==> src/rtl/perf_counter_unit.sv <==
// -----------------------------------------------------------------------------
// perf_counter_unit
//
// Purpose:
//   Five saturating performance counters, plus a background sequential divider.
//   The counters track enabled cycles, stalls, arithmetic retires, memory
//   retires and total retires. The divider keeps cpi refreshed with
//   cycle_count / instruction_count.
//
// Ports:
//   clk               rising-edge clock
//   rst               asynchronous active-high reset
//   en                counting enable (the divider keeps running when low)
//   clear             synchronous clear of counters, cpi and the divider
//   stall_evt         stall event this cycle
//   arith_evt         arithmetic instruction retired this cycle
//   mem_evt           memory instruction retired this cycle
//   instr_retire      any instruction retired this cycle
//   stall_count       saturating stall count
//   aritmetric_count  saturating arithmetic count
//   memory_count      saturating memory count
//   instruction_count saturating retired-instruction count
//   cycle_count       saturating enabled-cycle count
//   cpi               last completed quotient cycle_count / instruction_count
//   cpi_valid         cpi holds a completed result
//   busy              divider is in DIV or DONE
// -----------------------------------------------------------------------------
module perf_counter_unit #(
    parameter int WIDTH = 19
) (
    input  logic             clk,
    input  logic             rst,
    input  logic             en,
    input  logic             clear,
    input  logic             stall_evt,
    input  logic             arith_evt,
    input  logic             mem_evt,
    input  logic             instr_retire,
    output logic [WIDTH-1:0] stall_count,
    output logic [WIDTH-1:0] aritmetric_count,
    output logic [WIDTH-1:0] memory_count,
    output logic [WIDTH-1:0] instruction_count,
    output logic [WIDTH-1:0] cycle_count,
    output logic [WIDTH-1:0] cpi,
    output logic             cpi_valid,
    output logic             busy
);

    localparam int IW = $clog2(WIDTH + 1);

    // Counter slots: 0 cycle, 1 stall, 2 arith, 3 mem, 4 instr.
    logic [4:0]       inc_vec;
    logic [WIDTH-1:0] cnt_q [5];

    assign inc_vec = {instr_retire, mem_evt, arith_evt, stall_evt, 1'b1};

    genvar gi;
    generate
        for (gi = 0; gi < 5; gi++) begin : g_cnt
            logic [WIDTH-1:0] val_q;
            logic [WIDTH-1:0] val_d;

            always_comb begin
                val_d = val_q;
                if (clear) begin
                    val_d = '0;
                end else if (en && inc_vec[gi] && (val_q != {WIDTH{1'b1}})) begin
                    // Stop at all-ones rather than wrapping.
                    val_d = val_q + 1'b1;
                end
            end

            always_ff @(posedge clk or posedge rst) begin
                if (rst) val_q <= '0;
                else     val_q <= val_d;
            end

            assign cnt_q[gi] = val_q;
        end
    endgenerate

    assign cycle_count       = cnt_q[0];
    assign stall_count       = cnt_q[1];
    assign aritmetric_count  = cnt_q[2];
    assign memory_count      = cnt_q[3];
    assign instruction_count = cnt_q[4];

    // ---------------------------------------------------------------------
    // Restoring divider. quo_q starts as the dividend snapshot. Each DIV
    // edge shifts one dividend bit into the partial remainder and one
    // quotient bit into the bottom of quo_q.
    // ---------------------------------------------------------------------
    typedef enum logic [1:0] {
        IDLE = 2'd0,
        DIV  = 2'd1,
        DONE = 2'd2
    } state_t;

    state_t           state_q, state_d;
    logic [WIDTH-1:0] quo_q, quo_d;
    logic [WIDTH-1:0] rem_q, rem_d;
    logic [WIDTH-1:0] dvs_q, dvs_d;
    logic [IW-1:0]    iter_q, iter_d;
    logic [WIDTH-1:0] cpi_q, cpi_d;
    logic             valid_q, valid_d;

    // The partial remainder is always below the divisor, so one extra bit
    // is enough to hold the shifted value.
    logic [WIDTH:0] rem_shift;
    logic [WIDTH:0] rem_diff;
    logic           rem_ge;

    assign rem_shift = {rem_q, quo_q[WIDTH-1]};
    assign rem_diff  = rem_shift - {1'b0, dvs_q};
    assign rem_ge    = (rem_shift >= {1'b0, dvs_q});

    always_comb begin
        state_d = state_q;
        quo_d   = quo_q;
        rem_d   = rem_q;
        dvs_d   = dvs_q;
        iter_d  = iter_q;
        cpi_d   = cpi_q;
        valid_d = valid_q;

        if (clear) begin
            state_d = IDLE;
            quo_d   = '0;
            rem_d   = '0;
            dvs_d   = '0;
            iter_d  = '0;
            cpi_d   = '0;
            valid_d = 1'b0;
        end else begin
            case (state_q)
                IDLE: begin
                    // Snapshot the pre-edge counters. Later counting cannot disturb this division.
                    if (instruction_count != '0) begin
                        quo_d   = cycle_count;
                        rem_d   = '0;
                        dvs_d   = instruction_count;
                        iter_d  = IW'(WIDTH);
                        state_d = DIV;
                    end
                end
                DIV: begin
                    quo_d  = {quo_q[WIDTH-2:0], rem_ge};
                    rem_d  = rem_ge ? rem_diff[WIDTH-1:0] : rem_shift[WIDTH-1:0];
                    iter_d = iter_q - IW'(1);
                    if (iter_q == IW'(1)) state_d = DONE;
                end
                DONE: begin
                    cpi_d   = quo_q;
                    valid_d = 1'b1;
                    state_d = IDLE;
                end
                default: state_d = IDLE;
            endcase
        end
    end

    always_ff @(posedge clk or posedge rst) begin
        if (rst) begin
            state_q <= IDLE;
            quo_q   <= '0;
            rem_q   <= '0;
            dvs_q   <= '0;
            iter_q  <= '0;
            cpi_q   <= '0;
            valid_q <= 1'b0;
        end else begin
            state_q <= state_d;
            quo_q   <= quo_d;
            rem_q   <= rem_d;
            dvs_q   <= dvs_d;
            iter_q  <= iter_d;
            cpi_q   <= cpi_d;
            valid_q <= valid_d;
        end
    end

    assign cpi       = cpi_q;
    assign cpi_valid = valid_q;
    assign busy      = (state_q != IDLE);

endmodule

==> config.mk <==
export PLATFORM = sky130hd
export DESIGN_NAME = perf_counter_unit
export DESIGN_NICKNAME = d
export VERILOG_FILES = /design/src/rtl/perf_counter_unit.sv
export SDC_FILE = /design/constraint.sdc
export NUM_CORES = 1
export LEC_CHECK = 0
export CORE_UTILIZATION = 50
export DETAILED_ROUTE_END_ITERATION = 12
export MAX_ROUTING_LAYER = met4
export PLACE_DENSITY = 0.82
export SYNTH_ARGS = -nofsm -noshare
export SYNTH_HDL_FRONTEND = slang
export SYNTH_SLANG_ARGS = --single-unit
export TNS_END_PERCENT = 30
==> constraint.sdc <==
create_clock -name clk -period 10.8 [get_ports clk]
set_clock_uncertainty 0.15 [all_clocks]
set_input_delay 1.62 -clock clk [delete_from_list [all_inputs] [get_ports clk]]
set_output_delay 1.62 -clock clk [all_outputs]
set_load 0.01 [all_outputs]
# Yosys cells after proc, flatten, opt, wreduce, memory -nomap -nowiden
# Index checks and enable logic that the tools add are counted.
[totals]
regBits = 179
inputBits = 8
out_inout_bits = 116
elab_cells = 85
[classes]
n_addsub = 7
order_cmp = 1
n_eq_ne = 10
mux = 31
n_reduce_logical = 24
[op_table]
columns = ["op", "count"]
rows = [
  ["19-bit two-way mux", 20],
  ["19-bit by 1-bit adder with 19-bit output, second input constant", 5],
  ["19-bit != test, second input constant", 5],
  ["19-bit case mux with 2 select lines", 2],
  ["20-bit by 19-bit greater-or-equal comparator with 1-bit output", 1],
  ["19-bit nonzero test", 1],
  ["19-bit subtractor", 1],
  ["2-bit nonzero test", 9],
  ["5-bit two-way mux", 2],
  ["5-bit case mux with 2 select lines", 1],
  ["1-bit logical AND", 9],
  ["2-bit two-way mux", 3],
  ["3-bit != test, second input constant", 2],
  ["2-bit AND reduction", 3],
  ["5-bit by 1-bit == test with 1-bit output, second input constant", 1],
  ["5-bit by 1-bit subtractor with 5-bit output, second input constant", 1],
  ["2-bit case mux with 2 select lines", 1],
  ["3-bit nonzero test", 1],
  ["2-bit by 1-bit == test with 1-bit output, second input constant", 1],
  ["2-bit == test, second input constant", 1],
  ["2-bit logical NOT", 1],
  ["1-bit two-way mux", 2],
]

# Logic depth before layout (Yosys ltp)
# Gate-level depths: netlist (run 1).
[depth]
ltp_word = 4
depth_mapped = 11
depth_no_buf = 10

# Worst setup path before layout (run 1)
# Ideal clock, no wire load.
[synth_timing]
kind = "input to register"
start = "in clear"
end = "reg iter_q[1]"
setup_time_ns = 0.118
arrival_time_ns = 2.905
setup_slack_ns = 7.627
path_stages = 8
path_buffers = 2
cell_sequence = "clkbuf_1 nor2_1 and4b_1 nand4_2 o31ai_4 buf_4 a211oi_1 a21o_1"
[synth_between]
elab_chain_cells = 2
elab_cells_between_ends = 4
cone_classes = "eq/ne: 1; mux: 1; reduce/logical: 2"
[synth_rtl]
columns = ["element", "line", "rtl"]
rows = [
  ["start, declared", "34", "input logic clear,"],
  ["3-bit != test (no line) or 3-bit nonzero test (tied branches)", "--", ""],
  ["2-bit AND reduction (no line)", "--", ""],
  ["end signal, assigned", "176", "iter_q <= iter_d;"],
  ["end, declared", "103", "logic [IW-1:0] iter_q, iter_d;"],
]
# Several ways; a longest one is shown, not always the timed one.
# A chain may end at the register's enable or synchronous reset.

# Final worst setup path (run 1)
[layout_timing]
start = "in en"
end = "reg g_cnt[0].val_q[13] (netlist: cycle_count[13])"
[layout_between]
elab_chain_cells = 2
[layout_rtl]
columns = ["element", "line", "rtl"]
rows = [
  ["start, declared", "33", "input logic en,"],
  ["1-bit logical AND", "67", "end else if (en && inc_vec[gi] && (val_q != {WIDTH{1'b1}})) begin"],
  ["2-bit nonzero test (no line)", "--", ""],
  ["end signal, assigned", "75", "else val_q <= val_d;"],
  ["end, declared", "60", "logic [WIDTH-1:0] val_q;"],
]
# No other way between the ends.

==> results of run 1 <==
cell usage in the layout (no fill, tap or decap), types with 10 or more instances in the layout:
cell type / n
nor2_1: 111
mux2i_1: 33
clkdlybuf4s50_1: 122
nor3_1: 23
and3_1: 16
o31ai_1: 24
xnor2_1: 42
nor4_1: 10
clkbuf_16: 17
ha_1: 27
xor2_1: 43
a21oi_1: 39
inv_1: 38
and4_1: 14
dfrtp_1: 179
nand3_1: 42
nand2_1: 87
o21ai_0: 31
nand4_1: 28
a22o_1: 39
or3_1: 12
logic make-up (layout without fill, tap and decap cells):
group	count (synthesis)	count (layout)
compound gates	195	195
mux	34	34
flops	179	179
fa+ha+maj	28	28
xor+xnor	85	85
simple gates	387	387
buf+inv	89	201
power by group through the flow:
stage	sequential, mW	clock [mW]	combinational [mW]
final	0.736	0.583	0.751
after global routing	0.739	0.624	0.817
after CTS	0.734	0.596	0.743
after detailed placement	0.746	0	0.738
after global placement	0.745	0	0.726
after floorplan	0.736	0	0.609
per-stage QoR:
step / std cells / setup WS (ps) / hold WS (ps) / utilization (%) / instance area, µm²
2_1_floorplan: 997 / 4171 / 316.6 / - / 9625
4_1_cts: 1343 / 7170 / 360.0 / 61.54 / 11550
5_1_grt: 1343 / 6948 / 364.9 / 61.54 / 11550
3_5_place_dp: 1312 / 6775 / 344.1 / 58.58 / 10990
3_3_place_gp: 1312 / 6813 / 330.4 / 58.58 / 10990
6_report: 1343 / 7142 / 354.1 / 61.54 / 11550
state kept, by name, indices dropped and copies added, names as in the netlist:
| register | flops |
|---|---|
| iter_q | 5 |
| rem_q | 19 |
| dvs_q | 19 |
| aritmetric_count | 19 |
| stall_count | 19 |
| cpi_valid | 1 |
| cpi | 19 |
| quo_q | 19 |
| memory_count | 19 |
| instruction_count | 19 |
| state_q | 2 |
| cycle_count | 19 |
layer usage:
metal	track usage, %	vias up	share of wire [%]
met5	-	-	0
met4	8.638	0	2.0
met3	4.246	40	4.2
met2	39.28	210	48
met1	32.69	3841	45
li1	-	3783	-
how the worst min path moves through the flow:
| stage | startpoint | cells past startpoint | slack [ps] | to |
|---|---|---|---|---|
| floorplan | iter_q[1] | 1 | 320 | iter_q[1] |
| global placement | cpi_valid | 2 | 330 | cpi_valid |
| global route | cpi[12] | 1 | 360 | cpi[12] |
| finish | cpi[2] | 1 | 350 | cpi[2] |
| CTS | cpi[12] | 1 | 360 | cpi[12] |
| detailed placement | cpi[12] | 1 | 340 | cpi[12] |
layout make-up:
cell class,count,share of cell area [%]
multi-input combinational,729,41.40
clock buffer,19,3.835
tap,234,2.535
timing repair buffer,131,11.16
inverter,39,1.311
sequential,179,38.78
clock inverter,12,0.9750
==> flow_metrics.py, run 1 <==
metrics = {
    "outcome": {
        "status": "finished clean",
    },
    "power": {
        "power.share.sequential_pct": 35.5,
        "power_leakage_nw": 4.968,
        "p_sw_share_pct": 35.92,
        "share_comb_of_total_power_pct": 36.3,
        "power_density_nw_per_um2": 179.2,
        "p_sw_mw": 0.7434,
        "p_int_mw": 1.326,
        "p_clk_share_pct": 28.2,
        "max-vdd-ir-drop_mv": 0.1495,
        "power_mw": 2.069,
    },
    "clock_network": {
        "clock_sinks": 179,
        "cts-root-buf": "clkbuf_16",
        "worstSkewPairLatency_ps": 430,
        "cts_max_level": 4,
        "clk_pin_slew_ps": 70,
        "hold_buffers": 0,
        "cts_tree": "yes",
        "post_cts_resize_count": 0,
        "clock_path_buffers": 2,
        "cts_made_buffers": 17,
        "post-cts-setup-buffers": 0,
    },
    "sta": {
        "setup_tns_ps": 0,
        "worstMarginPinSlew_ps": 1185,
        "hold_viol": 0,
        "fmax_ghz": 0.2733,
        "finalMaxSlewViolations": 0,
        "fin_crit_ps": 3658,
        "setup_viol": 0,
        "slew_headroom_pct": 20.37,
        "fin_crit_sh_pct": 33.87,
        "rsz0062_at_grt": "no",
    },
    "worst_setup_path": {
        "slowest_delay_ps": 800,
        "rr_worst_depth": 10,
        "crit_family": "simple AND/OR/NAND/NOR gates",
        "path_buf_inv": 1,
        "r2r_end": "rem_q[11]",
        "crit_arrival_ps": 3800,
        "worstSetupPathDepth": 6,
        "crit_type": "in2reg",
        "crit_path_start": "en",
        "cp.required_ps": 10940,
        "slowest_stage": "clkdlybuf4s50_1",
        "path_cells": "clkdlybuf4s50_1 -> nand3_1 -> nor4b_1 -> nand4_1 -> xor2_1 -> nor2_1",
        "ff2ff_setup_slack_ps": 7530,
        "cp-start-kind": "input pin",
        "end_kind": "flop",
        "endpoint": "cycle_count[13]",
        "r2r_start": "quo_q[18]",
        "cp_max_fo": 13,
    },
    "die": {
        "io_pins": 124,
        "initial_core_util_pct": 51.29,
        "coreArea_um2": 18770,
        "rows": 50,
        "die_w_um": 140.7,
        "die_h_um": 140.7,
        "design.die.area_um2": 19810,
    },
    "logic_synthesis": {
        "avgSynthCellArea_um2": 9.654,
        "synth_top_area_share_pct": 46.54,
        "ys_top_cells_by_count": "dfrtp_1 (179), nor2_1 (111), nand2_1 (87), xor2_1 (43)",
        "synth_edf_count": 0,
        "synth_fa_ha_area_share_pct": 3.718,
        "syn-num-nets": 1033,
        "yosysWarnings": 0,
        "synth-xor-area-share_pct": 7.734,
        "async_reset_ff_share_pct": 100.0,
        "yosysMostFrequentCell": "dfrtp_1",
        "synth_compound_area_share_pct": 14.42,
        "ys_seq_area_share_pct": 46.54,
        "muxShareOfSynthArea_pct": 3.549,
        "synth_ff_type": "dfrtp_1",
        "syn_inst": 997,
        "synth_top_family_by_area": "simple AND/OR/NAND/NOR gates",
        "synthTopCellsByArea": "dfrtp_1 (47%), nor2_1 (4.3%), xor2_1 (3.9%)",
        "synth-simple-area-share_pct": 20.19,
        "ys_ff_latch": 179,
        "netlist.top_cell.by_area": "dfrtp_1",
        "syn_area_um2": 9625,
        "synth_cell_type_count": 66,
    },
    "job": {
        "cap_violations": 0,
    },
    "hold_path": {
        "hp-class": "reg2reg",
    },
    "final_layout": {
        "antennaDiodeCount": 0,
        "drive_gt1_share_pct": 5.050,
        "nets": 1133,
        "seq_area_um2": 4479,
        "fill_cells": 1547,
        "multi_input_area_um2": 4782,
        "area_growth_pct": 19.99,
    },
    "grt": {
        "grt_pass1_vias": 7524,
        "grt_max_degree": 102,
        "overflow": 0,
        "grt_usage_pct": 24.94,
        "grt_pass1_wl_mm": 38.38,
        "antenna_found_initial": 0,
    },
    "drt": {
        "ant_nets": 0,
        "drc": 0,
        "avgRoutedWirePerCell_um": 17.13,
        "firstDrtPassIters": 7,
        "viasPerCell": 5.863,
        "wirelength_mm": 23.01,
        "drt_iter0_drc": 576,
        "vias": 7874,
    },
    "placed_design": {
        "gp_congestion": 0.9109,
        "dp_hpwl_mm": 15.91,
        "io_buffers": 123,
    },
}
Power figures use the tool's default switching activity.
==> inputs of run 2 (changes only) <==
Clock period 10.8 ns to 3.85 ns, I/O delays scaled along.
==> flow_metrics.py, run 2 (synthesized netlist as in run 1, its figures left out) <==
metrics = {
    "clock_network": {
        "post-cts-setup-buffers": 0,
        "cts_max_level": 4,
        "clk_pin_slew_ps": 70,
        "cts-root-buf": "clkbuf_16",
        "clock_sinks": 179,
        "cts_made_buffers": 17,
        "cts_tree": "yes",
        "clock_path_buffers": 2,
        "hold_buffers": 0,
        "worstSkewPairLatency_ps": 430,
        "post_cts_resize_count": 0,
    },
    "drt": {
        "ant_nets": 0,
        "avgRoutedWirePerCell_um": 17.12,
        "drc": 0,
        "vias": 7976,
        "viasPerCell": 5.908,
        "wl_met3_um": 997,
        "m1WireLength_mm": 10.53,
        "wl_met2_mm": 11.01,
        "top_layer": "met4",
        "firstDrtPassIters": 5,
        "drt_iter0_drc": 544,
        "wirelength_mm": 23.11,
    },
    "worst_setup_path": {
        "path_buf_inv": 2,
        "path_cells": "inv_1 -> ha_1 -> inv_1 -> fa_1 -> a211oi_1 -> o211ai_2 -> nand3_1 -> a41oi_4 -> nand2_1 -> o31ai_1",
        "cp_common_cell": "inv_1",
        "crit_type": "reg2reg",
        "crit_family": "compound AO/OA/AOI/OAI gates",
        "crit_arrival_ps": 3250,
        "slowest_stage": "a41oi_4",
        "cp_max_fo": 23,
        "slowest_delay_ps": 680,
        "end_kind": "flop",
        "cp.required_ps": 4030,
        "cp-start-kind": "flop",
    },
    "grt": {
        "grt_max_degree": 81,
        "antenna_found_initial": 0,
        "grt_pass1_vias": 7656,
        "grt_pass1_wl_mm": 38.81,
        "grt_usage_pct": 25.14,
        "overflow": 0,
    },
    "die": {
        "die_w_um": 140.7,
        "die_h_um": 140.7,
        "io_pins": 124,
        "design.die.area_um2": 19810,
        "initial_core_util_pct": 51.29,
        "coreArea_um2": 18770,
        "rows": 50,
    },
    "final_layout": {
        "drive_gt1_share_pct": 5.735,
        "fill_cells": 1542,
        "fin_cells": 1350,
        "nets": 1139,
        "antennaDiodeCount": 0,
        "finalCoreUtilization_pct": 62.09,
        "final_common_cell": "dfrtp_1",
        "mostFrequentLayoutCells": "dfrtp_1 (179), clkdlybuf4s50_1 (122), nor2_1 (111), nand2_1 (87), xor2_1 (43)",
        "area_growth_pct": 21.07,
        "design_area_um2": 11650,
    },
    "placed_design": {
        "dp_hpwl_mm": 16.14,
        "placedCellCount": 1318,
        "io_buffers": 123,
        "dpl_cell_area_um2": 11060,
        "pre_cts_ws_ps": 779.6,
        "gp_congestion": 0.9176,
    },
    "power": {
        "power_leakage_nw": 5.018,
        "p_clk_share_pct": 29.2,
        "p_sw_share_pct": 36.24,
        "p_int_mw": 3.757,
        "power.share.sequential_pct": 34.9,
        "power_mw": 5.893,
        "max-vdd-ir-drop_mv": 0.4678,
        "power_density_nw_per_um2": 505.6,
        "share_comb_of_total_power_pct": 35.9,
        "p_sw_mw": 2.135,
    },
    "sta": {
        "post-route-worst-setup-slack_ps": 775.6,
        "setup_viol": 0,
        "finalMaxSlewViolations": 0,
        "fin_crit_sh_pct": 79.85,
        "fmax_ghz": 0.3253,
        "hold_viol": 0,
        "rsz0062_at_grt": "no",
        "slew_headroom_pct": 41.17,
        "setup_tns_ps": 0,
        "worstMarginPinSlew_ps": 879.6,
        "fin_crit_ps": 3074,
        "holdWs_ps": 267.5,
    },
    "hold_path": {
        "hp-class": "in2reg",
    },
    "outcome": {
        "status": "finished clean",
    },
    "job": {
        "cap_violations": 0,
    },
}
-- run 2: power groups by stage --
stage          logic, mW  clock network [mW]  registers [mW]
3_5_place_dp        2.08                   0            2.09
3_3_place_gp        2.07                   0            2.08
6_report            2.12                1.72            2.06
2_1_floorplan       1.71                   0            2.07
4_1_cts             2.10                1.74            2.06
5_1_grt             2.33                1.82            2.07
-- run 2: path summary, 6_finish.rpt --
path,depth (start not counted),slack [ps],from,endpoint
min in group asynchronous,2,440,rst,stall_count[1]
max reg2reg,10,780,quo_q[18],rem_q[17]
max in group asynchronous,3,2380,rst,instruction_count[9]
min reg2reg,2,350,cpi_valid,cpi_valid
min,2,270,clear,quo_q[18]
max,10,780,quo_q[18],rem_q[17]
-- run 2: cell type report --
cell class / instances / area, µm² / share of cell area (%)
Clock inverter: 13 / 137.6 / 1.181
Clock buffer: 19 / 452.9 / 3.887
Inverter: 39 / 150.1 / 1.288
Tap cell: 234 / 292.8 / 2.512
Timing Repair Buffer: 137 / 1359 / 11.66
Sequential cell: 179 / 4479 / 38.44
Multi-Input combinational cell: 729 / 4782 / 41.03
-- run 2: layer usage --
layer / track usage (%) / up-vias
li1: - / 3786
met1: 32.83 / 3914
met2: 39.20 / 223
met3: 4.416 / 53
met4: 9.611 / 0
met5: - / -
==> inputs of run 3 (changes only) <==
Settings changed: PLACE_DENSITY 0.82 to 0.85.
Clock period 3.85 ns to 2.8 ns, I/O delays scaled along.
==> flow_metrics.py, run 3 (synthesized netlist as in run 1, its figures left out) <==
metrics = {
    "drt": {
        "ant_nets": 0,
        "firstDrtPassIters": 5,
        "drt_iter0_drc": 592,
        "viasPerCell": 5.866,
        "vias": 8036,
        "avgRoutedWirePerCell_um": 17.25,
        "wirelength_mm": 23.64,
        "drc": 0,
    },
    "worst_setup_path": {
        "ff2ff_setup_slack_ps": 150,
        "crit_family": "compound AO/OA/AOI/OAI gates",
        "cp_common_cell": "inv_1",
        "slowest_stage": "fa_1",
        "end_kind": "flop",
        "cp-start-kind": "flop",
        "path_buf_inv": 3,
        "r2r_end": "rem_q[0]",
        "rr_worst_depth": 11,
        "path_cells": "inv_1 -> ha_1 -> inv_1 -> fa_1 -> a211oi_2 -> o211ai_2 -> nand3_2 -> a41oi_4 -> buf_12 -> mux2i_1 -> a22o_1",
        "cp_max_fo": 23,
        "slowest_delay_ps": 440,
        "cp.required_ps": 2980,
        "crit_type": "reg2reg",
        "crit_arrival_ps": 2830,
        "r2r_start": "quo_q[18]",
    },
    "grt": {
        "antenna_found_initial": 0,
        "grt_pass1_wl_mm": 39.20,
        "grt_usage_pct": 25.66,
        "overflow": 0,
        "grt_pass1_vias": 7611,
        "grt_max_degree": 83,
    },
    "final_layout": {
        "area_growth_pct": 23.37,
        "final_common_cell": "dfrtp_1",
        "drive_gt1_share_pct": 7.658,
        "antennaDiodeCount": 0,
        "nets": 1159,
        "finalCoreUtilization_pct": 63.27,
        "multi_input_area_um2": 4797,
        "mostFrequentLayoutCells": "dfrtp_1 (179), clkdlybuf4s50_1 (122), nor2_1 (111), nand2_1 (87), xor2_1 (43)",
        "design_area_um2": 11880,
        "seq_area_um2": 4479,
        "fill_cells": 1466,
    },
    "sta": {
        "rsz0062_at_grt": "no",
        "worstMarginPinSlew_ps": 1138,
        "finalMaxSlewViolations": 0,
        "fin_crit_sh_pct": 94.68,
        "slew_headroom_pct": 23.81,
        "hold_viol": 0,
        "holdWs_ps": 188.3,
        "fmax_ghz": 0.3772,
        "setup_viol": 0,
        "setup_tns_ps": 0,
        "fin_crit_ps": 2651,
    },
    "placed_design": {
        "io_buffers": 123,
        "gp_congestion": 0.8997,
        "dpl_cell_area_um2": 11250,
        "dp_hpwl_mm": 16.41,
    },
    "die": {
        "initial_core_util_pct": 51.29,
        "io_pins": 124,
        "design.die.area_um2": 19810,
        "rows": 50,
        "coreArea_um2": 18770,
        "die_h_um": 140.7,
        "die_w_um": 140.7,
    },
    "clock_network": {
        "cts_tree": "yes",
        "clock_sinks": 179,
        "hold_buffers": 0,
        "worstSkewPairLatency_ps": 440,
        "clock_path_buffers": 2,
        "cts_max_level": 4,
        "cts-root-buf": "clkbuf_16",
        "post-cts-setup-buffers": 0,
        "post_cts_resize_count": 0,
        "cts_made_buffers": 17,
        "clk_pin_slew_ps": 80,
    },
    "hold_path": {
        "hp-class": "in2async",
    },
    "power": {
        "power_density_nw_per_um2": 705.3,
        "power_mw": 8.376,
        "max-vdd-ir-drop_mv": 0.7230,
        "power_leakage_nw": 5.135,
    },
    "job": {
        "cap_violations": 0,
    },
    "outcome": {
        "status": "finished clean",
    },
}
-- run 3: changes by cell type in the layout (fill, tap and decap cells not counted), moves of 2 or more --
| cell | delta |
|---|---|
| buf_4 | +17 |
| buf_12 | +3 |
| clkinv_4 | -3 |
| clkbuf_8 | -2 |
| clkinvlp_4 | +2 |
| inv_6 | +2 |
| inv_8 | -2 |
-- run 3: per-layer routing --
metal  up-vias  wire length, µm  track usage [%]
met3        39             1106            4.755
met5         -                0                -
met2       254            11320            40.56
met1      3917            10670            33.34
li1       3826                -                -
met4         0              539            8.696
-- run 3: layout make-up --
class | count | share of cell area, %
Timing Repair Buffer | 157 | 13.02
Multi-Input combinational cell | 729 | 40.40
Sequential cell | 179 | 37.72
Clock buffer | 17 | 3.582
Tap cell | 234 | 2.466
Inverter | 39 | 1.264
Clock inverter | 15 | 1.549
-- run 3: how the worst max path moves through the flow --
| stage | start | to | slack (ps) | depth (start not counted) |
|---|---|---|---|---|
| 4_1_cts | quo_q[18] | rem_q[0] | 9 | 11 |
| 5_1_grt | quo_q[18] | rem_q[0] | 2 | 11 |
| 3_3_place_gp | quo_q[18] | rem_q[0] | 150 | 11 |
| 2_1_floorplan | rst | aritmetric_count[0] | -60 | 1 |
| 6_report | quo_q[18] | rem_q[0] | 150 | 11 |
| 3_5_place_dp | quo_q[18] | rem_q[0] | 20 | 11 |
-- run 3: metrics by stage --
stage                     setup slack [ps]  instances
after global placement               147.0       1338
after floorplan                     -64.60        997
after CTS                            8.850       1370
final                                148.8       1370
after detailed placement             22.00       1338
after global routing                 2.438       1370
-- run 3: where the power goes --
part           switching, mW  internal (mW)  total, mW
Combinational           1.71           1.39       3.09
Clock                   1.16           1.28       2.44
Sequential             0.136           2.70       2.84
